`src/rtl/if_id_fetch_stage_if.sv`:
```
// Fetch-stage bus: PC/instruction/hazard inputs from the pipeline and the
// IF/ID register contents plus fetch status driven back by the stage.
interface if_id_fetch_stage_if #(
    parameter int CNT_W = 32
);
    logic [63:0]      PC_Current;
    logic [31:0]      Instruction;
    logic             Stall;
    logic             Branch_Taken;
    logic [63:0]      Branch_Target;
    logic [63:0]      PC_Next;
    logic [63:0]      IF_ID_PC;
    logic [31:0]      IF_ID_Instruction;
    logic             IF_ID_Valid;
    logic [1:0]       Fetch_State;
    logic [CNT_W-1:0] Fetch_Count;
    logic             Fetch_Error;

    modport master (
        output PC_Current, Instruction, Stall, Branch_Taken, Branch_Target,
        input  PC_Next, IF_ID_PC, IF_ID_Instruction, IF_ID_Valid,
               Fetch_State, Fetch_Count, Fetch_Error
    );

    modport slave (
        input  PC_Current, Instruction, Stall, Branch_Taken, Branch_Target,
        output PC_Next, IF_ID_PC, IF_ID_Instruction, IF_ID_Valid,
               Fetch_State, Fetch_Count, Fetch_Error
    );
endinterface

```
`src/rtl/if_id_fetch_stage.sv`:
```
// Instruction fetch stage: next-PC selection and the IF/ID pipeline register,
// with stall hold, branch flush, saturating fetch counter and misalignment flag.
module if_id_fetch_stage #(
    parameter logic [63:0] RESET_PC  = 64'h0,
    parameter logic [31:0] NOP_INSTR = 32'h0000_0013,
    parameter int          CNT_W     = 32
) (
    input  logic                 clk,
    input  logic                 reset,
    if_id_fetch_stage_if.slave   bus
);
    typedef enum logic [1:0] {
        ST_RUN   = 2'd0,
        ST_STALL = 2'd1,
        ST_FLUSH = 2'd2
    } fetch_state_e;

    logic [63:0]      w_pc_next;
    logic [63:0]      r_if_id_pc;
    logic [31:0]      r_if_id_instr;
    logic             r_if_id_valid;
    fetch_state_e     r_state;
    logic [CNT_W-1:0] r_count;
    logic             r_error;

    // NOTE: every combinational output gets a default first so no path can infer a latch.
    always_comb begin
        w_pc_next = bus.PC_Current + 64'd4;
        if (bus.Branch_Taken) begin
            w_pc_next = {bus.Branch_Target[63:2], 2'b00};
        end else if (bus.Stall) begin
            w_pc_next = bus.PC_Current;
        end
    end

    // NOTE: state registers use non-blocking assignments so all updates see pre-edge values.
    always_ff @(posedge clk) begin
        if (reset) begin
            r_if_id_pc    <= RESET_PC;
            r_if_id_instr <= NOP_INSTR;
            r_if_id_valid <= 1'b0;
            r_state       <= ST_RUN;
            r_count       <= '0;
            r_error       <= 1'b0;
        end else if (bus.Branch_Taken) begin
            r_if_id_pc    <= RESET_PC;
            r_if_id_instr <= NOP_INSTR;
            r_if_id_valid <= 1'b0;
            r_state       <= ST_FLUSH;
            if (bus.Branch_Target[1:0] != 2'b00) begin
                r_error <= 1'b1;
            end
        end else if (bus.Stall) begin
            r_state <= ST_STALL;
        end else begin
            r_if_id_pc    <= bus.PC_Current;
            r_if_id_instr <= bus.Instruction;
            r_if_id_valid <= 1'b1;
            r_state       <= ST_RUN;
            // Counter saturates rather than wrapping.
            if (r_count != '1) begin
                r_count <= r_count + {{(CNT_W-1){1'b0}}, 1'b1};
            end
        end
    end

    assign bus.PC_Next           = w_pc_next;
    assign bus.IF_ID_PC          = r_if_id_pc;
    assign bus.IF_ID_Instruction = r_if_id_instr;
    assign bus.IF_ID_Valid       = r_if_id_valid;
    assign bus.Fetch_State       = r_state;
    assign bus.Fetch_Count       = r_count;
    assign bus.Fetch_Error       = r_error;
endmodule

```
`src/flat_wrapper.sv`:
```
// flat-port wrapper written by rule: the top's interface ports become plain ports
module if_id_fetch_stage_flat 
#(
    parameter logic [63:0] RESET_PC  = 64'h0,
    parameter logic [31:0] NOP_INSTR = 32'h0000_0013,
    parameter int          CNT_W     = 32
)
  (clk, reset, bus_PC_Current, bus_Instruction, bus_Stall, bus_Branch_Taken, bus_Branch_Target, bus_PC_Next, bus_IF_ID_PC, bus_IF_ID_Instruction, bus_IF_ID_Valid, bus_Fetch_State, bus_Fetch_Count, bus_Fetch_Error);
  if_id_fetch_stage_if #(.CNT_W(CNT_W)) bus_i ();
  input  logic clk;
  input  logic reset;
  input wire logic [$bits(bus_i.PC_Current)-1:0] bus_PC_Current;
  input wire logic [$bits(bus_i.Instruction)-1:0] bus_Instruction;
  input wire logic [$bits(bus_i.Stall)-1:0] bus_Stall;
  input wire logic [$bits(bus_i.Branch_Taken)-1:0] bus_Branch_Taken;
  input wire logic [$bits(bus_i.Branch_Target)-1:0] bus_Branch_Target;
  output wire logic [$bits(bus_i.PC_Next)-1:0] bus_PC_Next;
  output wire logic [$bits(bus_i.IF_ID_PC)-1:0] bus_IF_ID_PC;
  output wire logic [$bits(bus_i.IF_ID_Instruction)-1:0] bus_IF_ID_Instruction;
  output wire logic [$bits(bus_i.IF_ID_Valid)-1:0] bus_IF_ID_Valid;
  output wire logic [$bits(bus_i.Fetch_State)-1:0] bus_Fetch_State;
  output wire logic [$bits(bus_i.Fetch_Count)-1:0] bus_Fetch_Count;
  output wire logic [$bits(bus_i.Fetch_Error)-1:0] bus_Fetch_Error;
  assign bus_i.PC_Current = bus_PC_Current;
  assign bus_i.Instruction = bus_Instruction;
  assign bus_i.Stall = bus_Stall;
  assign bus_i.Branch_Taken = bus_Branch_Taken;
  assign bus_i.Branch_Target = bus_Branch_Target;
  assign bus_PC_Next = bus_i.PC_Next;
  assign bus_IF_ID_PC = bus_i.IF_ID_PC;
  assign bus_IF_ID_Instruction = bus_i.IF_ID_Instruction;
  assign bus_IF_ID_Valid = bus_i.IF_ID_Valid;
  assign bus_Fetch_State = bus_i.Fetch_State;
  assign bus_Fetch_Count = bus_i.Fetch_Count;
  assign bus_Fetch_Error = bus_i.Fetch_Error;
  if_id_fetch_stage #(.RESET_PC(RESET_PC), .NOP_INSTR(NOP_INSTR), .CNT_W(CNT_W)) u_core (.clk(clk), .reset(reset), .bus(bus_i));
endmodule
```
`config.mk`:
```
export PLATFORM = sky130hd
export DESIGN_NAME = if_id_fetch_stage_flat
export DESIGN_NICKNAME = d
export VERILOG_FILES = /design/src/rtl/if_id_fetch_stage_if.sv /design/src/rtl/if_id_fetch_stage.sv /design/src/flat_wrapper.sv
export SDC_FILE = /design/constraint.sdc
export NUM_CORES = 1
export LEC_CHECK = 0
export BUFFER_PORTS_ARGS = -buffer_cell sky130_fd_sc_hd__buf_4
export CAP_MARGIN = 5
export CORE_AREA = 3 3 140 142
export CTS_CLUSTER_DIAMETER = 50
export DETAILED_ROUTE_END_ITERATION = 12
export DIE_AREA = 0 0 143 145
export PLACE_DENSITY = 0.79
export SYNTH_ARGS = -nofsm -noshare
export SYNTH_HDL_FRONTEND = slang
export SYNTH_SLANG_ARGS = --single-unit
```
`constraint.sdc`:
```
create_clock -name clk -period 3.1 [get_ports clk]
set_input_delay 0.31 -clock clk [delete_from_list [all_inputs] [get_ports clk]]
set_output_delay 0.31 -clock clk [all_outputs]
set_load 0.05 [all_outputs]
```
[Word-level counts from Yosys, hierarchy flattened]
Index checks and enable logic that the tools add are counted.
Storage, ports and cells
  input port bits: 164
  register bits: 132
  output and inout bits: 196
  word-level logic and storage cells: 20
Operators by class
  reduce and logical (&&, ||, !) cells: 4
  equal/unequal tests: 1
  bitwise logic cells: 2
  muxes and demuxes: 4
  add/subtract/negate cells: 2
Operators with widths (number)
  64-bit 2-to-1 mux: 2
  64-bit by 3-bit adder with 64-bit output (second input constant): 1
  32-bit by 1-bit adder with 32-bit output (second input constant): 1
  32-bit != test (second input constant): 1
  3-bit AND reduction: 1
  2-bit 2-to-1 mux: 1
  1-bit inverter: 2
  2-bit AND reduction: 1
  2-bit nonzero test: 1
  2-bit OR reduction: 1
  1-bit 2-to-1 mux: 1

[Logic depth before layout (Yosys ltp)]
Gate-level depths: netlist of the first run.
  word-level depth: 3
  gate-level depth with buffers: 8
  gate-level depth less buffers: 6

[Least setup slack after synthesis of the first run]
No wires, ideal clock.
  kind: input -> output
  from: in bus_PC_Current[2]
  to: out bus_PC_Next[40]
  arrival: 2.749 ns
  slack: 0.041 ns
  cell stages on the path: 8
  data required time: 2.790 ns
  buffers on the path: 2
  path through: ha_1 > and3b_1 > and4_1 > clkbuf_1 > clkbuf_1 > nand4_1 > xor2_1 > o21ai_0
Between the ends
  cells in the longest elaborated chain, start to end: 3
RTL lines
  from (decl): RTL line flat_wrapper.sv:12  | input wire logic [$bits(bus_i.PC_Current)-1:0] bus_PC_Current;
  64-bit by 3-bit adder with 64-bit output: RTL line if_id_fetch_stage.sv:28  | w_pc_next = bus.PC_Current + 64'd4;
  64-bit 2-to-1 mux: RTL line if_id_fetch_stage.sv:31  | end else if (bus.Stall) begin
  64-bit 2-to-1 mux: RTL line if_id_fetch_stage.sv:29  | if (bus.Branch_Taken) begin
  to (decl): RTL line flat_wrapper.sv:17  | output wire logic [$bits(bus_i.PC_Next)-1:0] bus_PC_Next;
Every way passes these cells.

[Worst setup path in the final report of the first run]
  from: in bus_PC_Current[23]
  to: out bus_PC_Next[49]
Same word-level chain as after synthesis.

==> results of run 1 <==
[logic make-up (layout without fill, tap and decap cells)]
logic type	after synthesis	count (layout)	share of synthesized area, %
AO/OA/AOI/OAI	113	113	9.23
XOR/XNOR	58	58	7.23
adder cells (fa/ha/maj)	2	2	0.356
buffers and inverters	65	426	3.53
flip-flops	132	132	37.6
multiplexers	105	105	15.0
AND/OR/NAND/NOR	383	383	27.0
[final timing paths]
| kind | from | to | slack, ns | cells after the start |
|---|---|---|---|---|
| setup reg to reg | u_core.bus.Fetch_Count[0]$_SDFFE_PP0P_ | u_core.bus.Fetch_Count[20]$_SDFFE_PP0P_ | 0.66 | 6 |
| setup / recovery | bus_PC_Current[23] | bus_PC_Next[49] | 0.28 | 8 |
| hold reg to reg | u_core.bus.IF_ID_Valid$_SDFFE_PP0N_ | u_core.bus.IF_ID_Valid$_SDFFE_PP0N_ | 0.45 | 2 |
| hold / removal | bus_Instruction[1] | u_core.bus.IF_ID_Instruction[1]$_SDFFE_PP1N_ | 0.11 | 3 |
[final cells by class]
class / count / area, um^2
well taps: 234 / 293
flip-flops and latches: 132 / 2640
multi-input cells: 661 / 4140
repair buffers: 380 / 2880
clock buffers: 20 / 457
clock inverters: 12 / 123
fillers: 1687 / 7990
inverters: 14 / 52.6
[cells in the final DEF (no fill, tap or decap), types with 3 or more instances in the layout]
master     count
a211oi_1       8
a21oi_1       12
a31oi_1       17
and2_1         4
and3_1         5
and4_1        11
buf_4        377
clkbuf_16     17
clkinv_4       4
dfxtp_1      132
inv_1         14
inv_6          3
mux2_2         5
mux2i_1      100
nand2_1       76
nand3_1       33
nand4_1       41
nor2_1       144
nor2b_1       11
nor3_1         3
nor4_1        10
o21ai_0       61
o31ai_1        9
or3_1         16
or4_1         13
xnor2_1       25
xor2_1        33
[state kept, by name (all words and copies together), names as in the netlist]
register / cells
u_core.bus.Fetch_Count: 32
u_core.bus.Fetch_Error: 1
u_core.bus.Fetch_State: 2
u_core.bus.IF_ID_Instruction: 32
u_core.bus.IF_ID_PC: 64
u_core.bus.IF_ID_Valid: 1
[metal layers]
| metal | up-vias | track usage (%) | wire (um) |
|---|---|---|---|
| met5 | - | 0 | 0 |
| met4 | 0 | 7.98 | 603 |
| met3 | 46 | 5.87 | 2000 |
| met2 | 311 | 39.0 | 12200 |
| met1 | 3506 | 25.4 | 9730 |
| li1 | 3737 | - | - |
[report_power, final]
part           internal [uW]  total [uW]  leakage, uW  switching, uW
logic                    400        1110      0.00340            714
registers               1740        1770      0.00107           26.2
clock network           1160        1970     0.000280            807
total                   3300        4850      0.00476           1550
[through the flow]
| step | cells | area (um^2) |
|---|---|---|
| after CTS | 1453 | 10600 |
| after global placement | 1421 | 10000 |
| after global routing | 1453 | 10600 |
| after detailed placement | 1421 | 10000 |
| after floorplan | 858 | 7030 |
| final | 1453 | 10600 |
[worst register-to-register path: cells and delay by family (launching register included)]
family / cells / cell delay (ns)
AOI/OAI and AO/OA: 2 / 0.42
adders and majority gates: 1 / 0.23
DFF: 1 / 0.42
and+or+nand+nor: 3 / 1.28
==> impl_metrics.py, run 1 <==
metrics = {
    "status": {
        "outcome": "completed",
    },
    "power": {
        "total_power_uw": 4850,
        "leakage_uw": 0.00476,
        "power_density_mw_per_mm2": 458,
        "vdd_drop_max_uv": 342,
    },
    "grt": {
        "grt_pass1_wl_mm": 37.0,
        "gr-total-overflow": 0,
        "grt_max_degree": 103,
        "antenna_found_initial": 0,
        "grt_usage_pct": 22.1,
        "grt_pass1_vias": 7147,
    },
    "worst_setup_path": {
        "critPathTopFamily": "simple AND/OR/NAND/NOR gates",
        "crit_chain": "buf_4, nand4_1, nor4_4, nand4_1, buf_4, or3_1, a31oi_1, buf_4",
        "arrival_ns": 2.51,
        "cpMostUsedCell": "buf_4",
        "path_max_fanout": 10,
        "required_ns": 2.79,
        "crit_path_start_kind": "input pin",
        "cpMaxStageDelayCell": "nand4_1",
        "end_kind": "primary output",
        "critical_path_buf_inv_count": 3,
        "slowest_delay_ns": 0.44,
        "crit_type": "input pin to primary output",
    },
    "yosys": {
        "async_reset_ff_share_pct": 0,
        "syn_area_mm2": 0.00703,
        "synth_commonest_cells": "nor2_1 (144), dfxtp_1 (132), mux2i_1 (100)",
        "yosysTopAreaCell": "dfxtp_1",
        "synth_edf_count": 0,
        "synth-seq-cells": 132,
        "yosysMostFrequentCell": "nor2_1",
        "ys.flop_type": "dfxtp_1",
        "yosysWarningCount": 0,
        "yosys-top-cells-area": "dfxtp_1 (38%), mux2i_1 (14%), nor2_1 (7.7%), o21ai_0 (4.3%), xor2_1 (4.1%)",
        "synth_seq_area_share_pct": 37.6,
        "synth_top_area_share_pct": 37.6,
        "netlist_instances": 858,
        "syn_nets": 1024,
        "yosysUniqueCellTypes": 42,
        "avgSynthCellArea_um2": 8.19,
    },
    "finish": {
        "final_net_count": 1372,
        "drive_above_1_share_pct": 34.9,
        "fin_util_pct": 57.0,
        "n_antenna_cell": 0,
        "area_growth_pct": 50.8,
    },
    "worst_hold_path": {
        "hold_class": "input pin to flop",
    },
    "clocking": {
        "htreeDepth": 4,
        "cts_tree": "yes",
        "post_cts_resize_count": 0,
        "cts_root_buffer": "clkbuf_16",
        "clk_latency_ns": 0.42,
        "postCtsSetupBuffers": 0,
        "cts_buffers": 17,
        "path_clk_slew_ns": 0.06,
        "cts.sinks": 132,
        "max-clock-path-buffers": 2,
        "holdBufCountCts": 0,
    },
    "place": {
        "place_congestion": 0.886,
        "io_buffers": 359,
        "pre_cts_slack_ns": 0.233,
        "place_hpwl_mm": 18.9,
    },
    "timing": {
        "setup_slack_ns": 0.280,
        "min_period_ns": 2.82,
        "period_share_pct": 91.0,
        "finalHoldViolCount": 0,
        "slew_headroom_pct": 49.3,
        "fmax_ghz": 0.355,
        "worst_pin_slew_ns": 0.757,
        "holdWs_ns": 0.113,
        "final_max_slew_viol_count": 0,
        "rsz0062_at_grt": "false",
        "fin_skew_ns": 0.0144,
        "finalSetupTns_ns": 0,
        "setup_viol": 0,
    },
    "detailed_routing": {
        "drc": 0,
        "wl_per_cell_um": 16.9,
        "ant_nets": 0,
        "vias_per_cell": 5.23,
        "vias": 7600,
        "drtPass1Iterations": 6,
        "drt-initial-drc-count": 358,
        "routed_wl_mm": 24.6,
    },
    "floorplanning": {
        "dieArea_mm2": 0.0207,
        "die_y_um": 145,
        "rows": 50,
        "io_pins": 360,
        "core_area_mm2": 0.0186,
        "floorplan.initialDensity_pct": 37.8,
        "die_w_um": 143,
    },
    "flow_run": {
        "maxCapViolCount": 0,
    },
}
Power figures use the tool's default switching activity.
==> run 2, diff against run 1 <==
==> constraint.sdc (replaced) <==
create_clock -name clk -period 3.1 [get_ports clk]
set_input_delay 0.62 -clock clk [delete_from_list [all_inputs] [get_ports clk]]
set_output_delay 0.62 -clock clk [all_outputs]
set_load 0.05 [all_outputs]
==> run 2 against run 1 <==
  * The flow now finishes with violations (setup timing)
  * Sequential cell count stayed put
  * Fmax is 9.2% lower
  * Final area is 8.8% higher
  * Worst setup slack worse by 0.29 ns
  * Critical endpoint is now bus_PC_Next[56]
  * Largest power group unchanged
  * Highest routed layer unchanged
==> impl_metrics.py, run 2 (synthesis gave the netlist of run 1 again) <==
metrics = {
    "finish": {
        "final_common_cell": "buf_4",
        "layout.cells.non_filler": 1526,
        "final_net_count": 1445,
        "n_antenna_cell": 0,
        "drive_above_1_share_pct": 42.7,
        "final_cell_mix": "buf_4 (431), nor2_1 (144), dfxtp_1 (132)",
        "largest_register_ffs": 64,
        "area_growth_pct": 64.0,
    },
    "timing": {
        "period_share_pct": 100,
        "final_max_slew_viol_count": 0,
        "finalSetupTns_ns": -0.00624,
        "slew_headroom_pct": 37.9,
        "setup_slack_ns": -0.00624,
        "min_period_ns": 3.11,
        "finalHoldViolCount": 0,
        "holdWs_ns": 0.424,
        "setup_viol": 1,
        "rsz0062_at_grt": "true",
        "fmax_ghz": 0.322,
        "fin_skew_ns": 0.00653,
        "worst_pin_slew_ns": 0.931,
    },
    "worst_setup_path": {
        "r2r_end": "u_core.bus.Fetch_Count[20]$_SDFFE_PP0P_",
        "end_kind": "primary output",
        "crit_path_start_kind": "input pin",
        "critical_path_buf_inv_count": 4,
        "path_max_fanout": 6,
        "crit_chain": "buf_4, nand4_1, buf_4, nor4_4, nand4_1, buf_6, or4_4, a31oi_4, buf_6",
        "arrival_ns": 2.49,
        "reg2regPathDepth": 6,
        "crit_type": "input pin to primary output",
        "reg2reg_from": "u_core.bus.Fetch_Count[0]$_SDFFE_PP0P_",
        "cpMaxStageDelayCell": "or4_4",
        "r2r_setup_slack_ns": 0.80,
        "required_ns": 2.48,
        "slowest_delay_ns": 0.54,
        "critPathTopFamily": "simple AND/OR/NAND/NOR gates",
    },
    "place": {
        "place_congestion": 0.906,
        "io_buffers": 359,
        "dp.cells": 1486,
        "place_hpwl_mm": 19.9,
    },
    "floorplanning": {
        "floorplan.initialDensity_pct": 37.8,
        "io_pins": 360,
        "rows": 50,
        "die_y_um": 145,
        "dieArea_mm2": 0.0207,
        "core_area_mm2": 0.0186,
        "die_w_um": 143,
    },
    "clocking": {
        "cts_buffers": 17,
        "htreeDepth": 4,
        "cts_root_buffer": "clkbuf_16",
        "cts_tree": "yes",
        "cts.sinks": 132,
        "max-clock-path-buffers": 2,
        "clk_latency_ns": 0.41,
        "path_clk_slew_ns": 0.06,
    },
    "detailed_routing": {
        "routed_wl_mm": 25.6,
        "vias_per_cell": 5.16,
        "vias": 7875,
        "ant_nets": 0,
        "drtPass1Iterations": 5,
        "drc": 0,
        "wl_per_cell_um": 16.8,
        "drt-initial-drc-count": 375,
    },
    "status": {
        "violations": "setup timing",
        "outcome": "complete, but fails checks",
    },
    "power": {
        "leakage_uw": 0.00518,
        "total_power_uw": 4920,
        "power_density_mw_per_mm2": 427,
        "vdd_drop_max_uv": 371,
    },
    "flow_run": {
        "maxCapViolCount": 0,
    },
    "grt": {
        "grt_pass1_vias": 7687,
        "gr-total-overflow": 0,
        "grt_usage_pct": 23.8,
        "grt_max_degree": 55,
        "grt_pass1_wl_mm": 40.0,
        "antenna_found_initial": 0,
    },
    "worst_hold_path": {
        "hold_class": "input pin to flop",
        "hp-start": "bus_Instruction[0]",
        "worstHoldEndpoint": "u_core.bus.IF_ID_Instruction[0]$_SDFFE_PP1N_",
        "whs_path_depth": 3,
    },
}
-- run 2: repair_timing --
action	CTS	global route
hold buffers	0	0
pin swaps	11	7
setup buffers	4	4
gates resized for setup	23	14
endpoints found under the setup margin	13	14
-- run 2: area by class of cell --
class / instances / area [um^2]
Fill cell: 1597 / 7060
Multi-Input combinational cell: 661 / 4480
Timing Repair Buffer: 453 / 3500
Sequential cell: 132 / 2640
Clock buffer: 19 / 433
Tap cell: 234 / 293
Clock inverter: 13 / 128
Inverter: 14 / 52.6
-- run 2: worst max-delay path by stage --
stage / startpoint / to / cells after the start
finish: bus_PC_Current[22] / bus_PC_Next[56] / 9
CTS: bus_PC_Current[2] / bus_PC_Next[50] / 10
global placement: bus_PC_Current[2] / bus_PC_Next[56] / 9
detailed placement: bus_PC_Current[2] / bus_PC_Next[56] / 9
global route: bus_PC_Current[3] / bus_PC_Next[55] / 10
floorplan: bus_PC_Current[2] / bus_PC_Next[40] / 8
-- run 2: routing by layer --
| metal | up-vias | part of all wire, % | GRT usage, % |
|---|---|---|---|
| met5 | - | 0 | 0 |
| met4 | 0 | 2.9 | 8.56 |
| met3 | 53 | 6.2 | 5.44 |
| met2 | 268 | 50 | 41.3 |
| met1 | 3661 | 40 | 28.6 |
| li1 | 3893 | - | - |
-- run 2: stage by stage --
stage | cell area, um^2 | worst slack, ns | utilization (%)
after CTS | 11400 | 0.00531 | 61.5
final | 11500 | -0.00624 | 62.0
after global placement | 10800 | -0.233 | 57.9
after floorplan | 7300 | -0.127 | -
after global routing | 11500 | -0.0783 | 62.0
after detailed placement | 10800 | -0.245 | 57.9
-- run 2: report_power, final --
group | switching [uW] | leakage [uW] | internal, uW
sequential | 25.2 | 0.00107 | 1740
combinational | 759 | 0.00385 | 474
clock | 803 | 0.000258 | 1120
-- run 2: worst min-delay path, delay by kind of cell --
kind | cells | cell delay, ns
mux | 1 | 0.05
buf+inv | 1 | 0.07
simple gates | 1 | 0.05
==> run 3, diff against run 2 <==
--- a/config.mk
+++ b/config.mk
@@ -12,4 +12,5 @@
 export DETAILED_ROUTE_END_ITERATION = 12
 export DIE_AREA = 0 0 143 145
+export HOLD_SLACK_MARGIN = 0.1
 export PLACE_DENSITY = 0.79
 export SYNTH_ARGS = -nofsm -noshare
==> constraint.sdc (replaced) <==
create_clock -name clk -period 3.1 [get_ports clk]
set_input_delay 0.62 -clock clk [delete_from_list [all_inputs] [get_ports clk]]
set_output_delay 0.62 -clock clk [all_outputs]
set_load 0.1 [all_outputs]
==> run 3 against run 2 <==
  * The flow still finishes with violations (setup timing)
  * Critical path depth did not move
  * First-iteration DRC count rose by 8.3%
  * Non-clock buffer count rose by 16
  * Critical path type unchanged
  * Sequential cell count did not move
  * Clock power rose by 12%
  * Global-route usage rose by 1.5 points
  * Die area did not move
  * Clock-buffer cell count fell by 1
  * Clock skew rose by 0.0038 ns
==> impl_metrics.py, run 3 (synthesis gave the netlist of run 1 again) <==
metrics = {
    "clocking": {
        "holdBufCountCts": 0,
        "path_clk_slew_ns": 0.06,
        "cts.sinks": 132,
        "cts_tree": "yes",
        "max-clock-path-buffers": 2,
        "cts_buffers": 17,
        "htreeDepth": 4,
        "clk_latency_ns": 0.41,
        "cts_root_buffer": "clkbuf_16",
    },
    "finish": {
        "nFillCells": 1449,
        "drive_above_1_share_pct": 46.1,
        "final_common_cell": "buf_4",
        "area_growth_pct": 76.3,
        "multiInputGateArea_mm2": 0.00490,
        "final_cell_mix": "buf_4 (421), nor2_1 (144), dfxtp_1 (132)",
        "n_antenna_cell": 0,
        "final_cell_area_mm2": 0.0124,
        "fin_util_pct": 66.7,
        "final_net_count": 1461,
        "largest_register_ffs": 64,
        "seq_area_mm2": 0.00264,
    },
    "status": {
        "violations": "setup timing",
        "outcome": "complete, but fails checks",
    },
    "grt": {
        "top_usage_layer": "met2",
        "groute.layer.met3.usage_pct": 6.76,
        "grt_pass1_vias": 8034,
        "antenna_found_initial": 0,
        "grtUsageMet2_pct": 44.8,
        "use_met1_pct": 29.3,
        "grt_usage_pct": 25.4,
        "grt_max_degree": 71,
        "grt_pass1_wl_mm": 42.4,
        "gr-total-overflow": 0,
    },
    "worst_setup_path": {
        "path_max_fanout": 8,
        "reg2regPathDepth": 6,
        "crit_type": "input pin to primary output",
        "end_kind": "primary output",
        "reg2reg_from": "u_core.bus.Fetch_Count[0]$_SDFFE_PP0P_",
        "r2r_end": "u_core.bus.Fetch_Count[20]$_SDFFE_PP0P_",
        "critPathTopFamily": "simple AND/OR/NAND/NOR gates",
        "required_ns": 2.48,
        "cpMaxStageDelayCell": "nor4_4",
        "cpMostUsedCell": "buf_6",
        "crit_path_start_kind": "input pin",
        "r2r_setup_slack_ns": 0.74,
        "crit_chain": "buf_6, nand4_1, nor4_4, nand4_1, buf_6, buf_6, or3_4, a31oi_4, buf_12",
        "crit_cells": 9,
        "critical_path_buf_inv_count": 4,
        "arrival_ns": 2.56,
        "slowest_delay_ns": 0.39,
    },
    "place": {
        "place_hpwl_mm": 20.9,
        "place_area_mm2": 0.0113,
        "io_buffers": 359,
        "pre_cts_slack_ns": -0.216,
        "place_congestion": 0.876,
    },
    "worst_hold_path": {
        "hold_class": "input pin to flop",
        "hp-start": "bus_Instruction[0]",
        "whs_path_depth": 3,
        "worstHoldEndpoint": "u_core.bus.IF_ID_Instruction[0]$_SDFFE_PP1N_",
    },
    "floorplanning": {
        "io_pins": 360,
        "floorplan.initialDensity_pct": 37.8,
        "core_area_mm2": 0.0186,
        "die_y_um": 145,
        "die_w_um": 143,
        "rows": 50,
        "dieArea_mm2": 0.0207,
    },
    "detailed_routing": {
        "wl_per_cell_um": 18.1,
        "vias": 8205,
        "ant_nets": 0,
        "vias_per_cell": 5.32,
        "drtPass1Iterations": 4,
        "drc": 0,
        "routed_wl_mm": 27.9,
        "drt-initial-drc-count": 406,
    },
    "timing": {
        "rsz0062_at_grt": "true",
        "setup_viol": 7,
        "final_max_slew_viol_count": 0,
        "min_period_ns": 3.18,
        "period_share_pct": 103,
        "slew_headroom_pct": 41.8,
        "fin_skew_ns": 0.0103,
        "worst_pin_slew_ns": 0.873,
        "fmax_ghz": 0.315,
        "finalHoldViolCount": 0,
        "setup_slack_ns": -0.0779,
        "finalSetupTns_ns": -0.232,
    },
    "power": {
        "leakage_uw": 0.00549,
        "vdd_drop_max_uv": 362,
        "total_power_uw": 5710,
        "power_density_mw_per_mm2": 461,
    },
    "flow_run": {
        "maxCapViolCount": 0,
    },
}
==> run 3: cell types whose count changed in the layout (fill, tap and decap cells not counted), moves of 4 or more <==
| cell | previous run | this run |
|---|---|---|
| o21ai_2 | 26 | 16 |
| buf_4 | 431 | 421 |
| or3_1 | 15 | 7 |
| inv_8 | 1 | 6 |
| o21ai_1 | 9 | 5 |
| buf_6 | 20 | 26 |
| a31oi_4 | 9 | 16 |
| buf_12 | 1 | 19 |
| o21ai_4 | 0 | 27 |
| o21ai_0 | 26 | 13 |
| or3_4 | 1 | 9 |
| a31oi_2 | 7 | 0 |
==> run 3: cell type report <==
class,count,area share [%]
Clock buffer,18,3.55
Clock inverter,14,1.49
Inverter,14,0.424
Multi-Input combinational cell,661,39.5
Sequential cell,132,21.3
Tap cell,234,2.36
Timing Repair Buffer,469,31.3
==> run 3: what timing repair did <==
item                                    CTS  global route
gates resized for setup                  67            37
gates cloned                              0             0
pin swaps                                 8             5
endpoints found under the setup margin   26            32
buffers inserted                          4             1
==> run 3: worst max path at each step <==
stage,end,slack (ns),start
2_1_floorplan,bus_PC_Next[54],-0.22,bus_PC_Current[34]
3_3_place_gp,bus_PC_Next[56],-0.20,bus_PC_Current[2]
3_5_place_dp,bus_PC_Next[56],-0.22,bus_PC_Current[2]
4_1_cts,bus_PC_Next[55],-0.06,bus_PC_Current[8]
5_1_grt,bus_PC_Next[58],-0.14,bus_PC_Current[29]
6_report,bus_PC_Next[58],-0.08,bus_PC_Current[33]
==> run 3: report_power, final <==
group          internal [uW]  switching, uW  total [uW]
registers               1740           25.8        1770
clock network           1250            894        2150
logic                    554           1240        1800
total                   3550           2160        5710
==> run 3: worst register-to-register path: stages (launching register included) <==
cell and delay (ns):
dfxtp_1 0.42, ha_1 0.23, nand3_1 0.16, or4_1 0.59, a21o_1 0.24, or4_1 0.49, a21oi_1 0.16
==> run 3: routing by layer <==
| layer | wire length (um) | part of all wire (%) | vias up |
|---|---|---|---|
| li1 | - | - | 3929 |
| met3 | 2310 | 8.3 | 63 |
| met2 | 14100 | 51 | 369 |
| met4 | 918 | 3.3 | 0 |
| met1 | 10500 | 38 | 3844 |
| met5 | 0 | 0 | - |
==> run 3: metrics by stage <==
stage | instances | hold WS (ns)
global route | 1542 | 0.400
floorplan | 858 | 0.745
CTS | 1541 | 0.396
global placement | 1505 | 0.437
detailed placement | 1505 | 0.442
finish | 1542 | 0.416
